### config.mk
export PLATFORM = sky130hd
export DESIGN_NAME = implication_queue
export DESIGN_NICKNAME = d
export VERILOG_FILES = /design/src/rtl/implication_queue.sv
export SDC_FILE = /design/constraint.sdc
export NUM_CORES = 1
export LEC_CHECK = 0
export CAP_MARGIN = 0
export CORE_ASPECT_RATIO = 1.4
export CORE_MARGIN = 2
export CORE_UTILIZATION = 50
export DETAILED_ROUTE_END_ITERATION = 16
export PLACE_DENSITY = 0.77
export SKIP_CTS_REPAIR_TIMING = 1
export SYNTH_ARGS = -nofsm -noshare
export SYNTH_HDL_FRONTEND = slang
export SYNTH_SLANG_ARGS = --single-unit
### constraint.sdc
create_clock -name clock -period 4.75 [get_ports clock]
set_input_delay 0.475 -clock clock [delete_from_list [all_inputs] [get_ports clock]]
set_output_delay 0.475 -clock clock [all_outputs]
set_load 0.005 [all_outputs]
### src/rtl/implication_queue.sv
// BCP implication queue: circular buffer with valid/ready push/pop ports.
// Define IMPL_DEDUP_EN to build the duplicate/conflict comparators and the sticky CONFLICT state.
module implication_queue #(
    parameter int unsigned DEPTH         = 16,
    parameter int unsigned MAX_VARS_BITS = 8
) (
    input  logic                     clock,
    input  logic                     reset_n,
    input  logic                     flush,
    input  logic                     in_valid,
    input  logic [MAX_VARS_BITS-1:0] in_var,
    input  logic                     in_val,
    output logic                     in_ready,
    output logic                     out_valid,
    output logic [MAX_VARS_BITS-1:0] out_var,
    output logic                     out_val,
    input  logic                     out_ready,
    output logic [$clog2(DEPTH):0]   count,
    output logic                     conflict,
    output logic [MAX_VARS_BITS-1:0] conflict_var
);

    localparam int unsigned AW   = $clog2(DEPTH);
    localparam logic [AW:0] FULL = (AW+1)'(DEPTH);

    typedef enum logic {RUN, CONFLICT} state_t;

    state_t                   state_q, state_d;
    logic [MAX_VARS_BITS-1:0] var_q [DEPTH];
    logic [DEPTH-1:0]         val_q;
    logic [AW-1:0]            head_q, head_d;
    logic [AW-1:0]            tail_q, tail_d;
    logic [AW:0]              count_q, count_d;
    logic [MAX_VARS_BITS-1:0] cvar_q, cvar_d;

    logic push, pop, store, hit_same, hit_opp;

    // An entry is occupied when its distance from head is below count; the head counts even if popped now.
    always_comb begin
        hit_same = 1'b0;
        hit_opp  = 1'b0;
`ifdef IMPL_DEDUP_EN
        for (int unsigned i = 0; i < DEPTH; i++) begin
            if (({1'b0, AW'(i) - head_q} < count_q) && (var_q[i] == in_var)) begin
                if (val_q[i] == in_val) hit_same = 1'b1;
                else                    hit_opp  = 1'b1;
            end
        end
`endif
    end

    always_comb begin
        in_ready  = (count_q != FULL) && (state_q == RUN);
        out_valid = (count_q != '0) && (state_q == RUN);
        push      = in_valid & in_ready;
        pop       = out_valid & out_ready;
        store     = push & ~hit_same & ~hit_opp;

        state_d = state_q;
        head_d  = head_q;
        tail_d  = tail_q;
        count_d = count_q;
        cvar_d  = cvar_q;

        if (flush) begin
            state_d = RUN;
            head_d  = '0;
            tail_d  = '0;
            count_d = '0;
            cvar_d  = '0;
        end else begin
            if (pop)   head_d = head_q + 1'b1;
            if (store) tail_d = tail_q + 1'b1;
            count_d = count_q + (AW+1)'(store) - (AW+1)'(pop);
            if (push && hit_opp) begin
                state_d = CONFLICT;
                cvar_d  = in_var;
            end
        end
    end

    always_ff @(posedge clock) begin
        if (!reset_n) begin
            state_q <= RUN;
            head_q  <= '0;
            tail_q  <= '0;
            count_q <= '0;
            cvar_q  <= '0;
            val_q   <= '0;
            for (int unsigned i = 0; i < DEPTH; i++) begin
                var_q[i] <= '0;
            end
        end else begin
            state_q <= state_d;
            head_q  <= head_d;
            tail_q  <= tail_d;
            count_q <= count_d;
            cvar_q  <= cvar_d;
            if (store && !flush) begin
                var_q[tail_q] <= in_var;
                val_q[tail_q] <= in_val;
            end
        end
    end

    assign out_var      = var_q[head_q];
    assign out_val      = val_q[head_q];
    assign count        = count_q;
    assign conflict     = (state_q == CONFLICT);
    assign conflict_var = cvar_q;

endmodule
==> metrics.md <==
| Metric | Value |
|---|---|
| Grt ovf | 0 |
| Part of the cycle the worst path needs | 75.0% |
| Total core area | 14900 um^2 |
| 1st-iter DRT viols | 369 |
| GPL Wtd Cong | 0.853 |
| Pre-CTS setup slack | 1580 ps |
| Gate Count Post-Synth | 525 |
| CTS buffer count | 17 |
| DIE HEIGHT | 150 um |
| Synth top cells by count | and2_1 (131), edfxtp_1 (128), nand2_1 (34), dfxtp_1 (33), mux4_1 (24) |
| Hold Path Stages | 1 |
| YS warnings | 0 |
| R2r startpoint | count[3]$_SDFF_PP0_ |
| Initial antenna violation count | 0 |
| Worst relative slew slack | 34.5% |
| Leading post-synthesis cells by cell area | edfxtp_1 (51%), and2_1 (11%), dfxtp_1 (8.7%) |
| Post-DP HPWL | 12100 um |
| Avg Inst Size Synth | 14.5 um^2 |
| Die Wd | 108 um |
| Final Core Density | 57.3% |
| Top FF cell, synth | edfxtp_1 |
| Maximum clock path buffer count | 2 |
| P_leak | 0.00315 uW |
| Yosys reg bits | 161 |
| Synth top area share | 50.6% |
| Crit path DAT | 3090 ps |
| Max_cap viols | 0 |
| WL/cell | 23.7 um |
| Critical path launch point type | flop |
| Post-synthesis cell area | 7590 um^2 |
| Slew Viols, Final | 0 |
| CTS root buffer | clkbuf_16 |
| Num ports | 39 |
| Peak VDD IR | 0.352 mV |
| Ys async rst share | 0% |
| Largest net degree at the start of global routing | 35 |
| Most numerous cell in the Yosys netlist | and2_1 |
| Via count | 4432 |
| H-tree depth | 4 |
| # diodes | 0 |
| Final Critical Period | 3560 ps |
| # clock sinks | 161 |
| Antenna-violating nets left | 0 |
| Iteration count of the initial detailed-routing pass | 8 |
| Worst slew pin tran | 982 ps |
| Final Total Pwr | 3570 uW |
| Worst Setup End Kind | primary output |
| Synth area leader | edfxtp_1 |
| R2R Setup Slk | 1530 ps |
| Fmax | 281 MHz |
| Final setup margin | 1190 ps |
| First-pass GRT wire length | 27000 um |
| RSZ-0062 raised after global routing | no |
| Hold Path End | val_q[14]$_SDFFE_PN0P_ |
| EDFF count, synth | 128 |
| Setup-failing EPs final | 0 |
| Clock slew at reported path FFs | 60 ps |
| Crit path kind | reg2out |
| Final WL | 17800 um |
| Worst-path fanout max | 32 |
| Seq/Total Area, Yosys | 59.3% |
| Rows | 53 |
| Layout cells sized above 1 | 10.1% |
| Clk Latency, worst-skew pair | 420 ps |
| Port bufs | 29 |
| Final Skew | 8.03 ps |
| Vias in the first global route | 4549 |
| WP data required | 4280 ps |
| HP Class | reg2reg |
| Status | completed |
| Vias per Instance | 5.92 |
| Fin. Hold Viols | 0 |
| Nets | 570 |
| Reg2reg path depth | 12 |
| Setup TNS Final | 0 ps |
| Reg2reg end | count[4]$_SDFF_PP0_ |
| Unique masters post-synth | 38 |
| Area growth, synth to finish | 12.7% |
| DR DRC count | 0 |
| Die area | 16200 um^2 |
| Pwr per Cell Area | 418 nW/um^2 |
| All-Layer GR Usage | 23.2% |
| Hold_sp | val_q[14]$_SDFFE_PN0P_ |
| CTS tree | done |
| Initial Utilization | 50.9% |
## worst max-delay path by stage
stage	end	from	slack (ps)
floorplan	count[4]$_SDFF_PP0_	count[3]$_SDFF_PP0_	1920
global placement	out_var[4]	flop	1650
detailed placement	count[4]$_SDFF_PP0_	count[2]$_SDFF_PP0_	1580
CTS	out_var[4]	flop	1150
global route	out_var[6]	flop	1080
finish	out_var[4]	flop	1190
## metal layers
metal / track usage [%] / wire length [um]
met1: 27.8 / 6690
met2: 41.3 / 9630
met3: 4.05 / 813
met4: 9.17 / 643
met5: 0 / 0
## per-stage QoR
step | hold WS, ps | cells | area, um^2
after floorplan | 463 | 533 | 7620
after global placement | 475 | 717 | 7930
after detailed placement | 484 | 717 | 7930
after CTS | 498 | 749 | 8550
after global routing | 529 | 749 | 8550
final | 499 | 749 | 8550
## cell usage in the layout (no fill, tap or decap), drive strengths merged, types with 5 or more instances in the layout
cell / n
clkbuf: 19
nand4: 5
a21oi: 5
ha: 11
nand3: 9
mux2i: 6
and2: 131
conb: 9
dfxtp: 33
mux4: 42
nand2: 34
a32o: 14
clkdlybuf4s50: 29
inv: 11
edfxtp: 128
xor2: 5
nor2: 23
## flip-flops by register name, summed over array words and instances, names as in the netlist, named ones only
register / flops
val_q: 16
count: 5
tail_q: 4
head_q: 4
var_q: 128
## cell type report
cell class | instances | area, um^2
inverter | 9 | 33.8
fill | 1165 | 6370
timing repair buffer | 31 | 305
sequential | 161 | 4510
multi-input combinational | 324 | 2850
tap | 192 | 240
clock buffer | 19 | 433
clock inverter | 13 | 185
## power by group
part	leakage [uW]	internal, uW	total (uW)	switching (uW)
sequential	0.00159	1580	1660	72.4
combinational	0.00127	254	483	229
clock	0.000289	881	1440	554
total	0.00315	2720	3570	856
## critical path: stages, from the launching register on
cell and delay, ps:
dfxtp_2 970, mux4_1 720, mux4_2 500, clkdlybuf4s50_1 460
## cells by family after synthesis
kind of cell / after synthesis / share of synthesized area, %
buf+inv: 48 / 3.51
xor+xnor: 9 / 1.04
flops: 161 / 59.3
fa+ha+maj: 12 / 2.08
simple gates: 221 / 16.8
mux: 48 / 14.4
compound gates: 25 / 2.74
other cells: 1 / 0.0494
(Power assumes the default switching activity.)
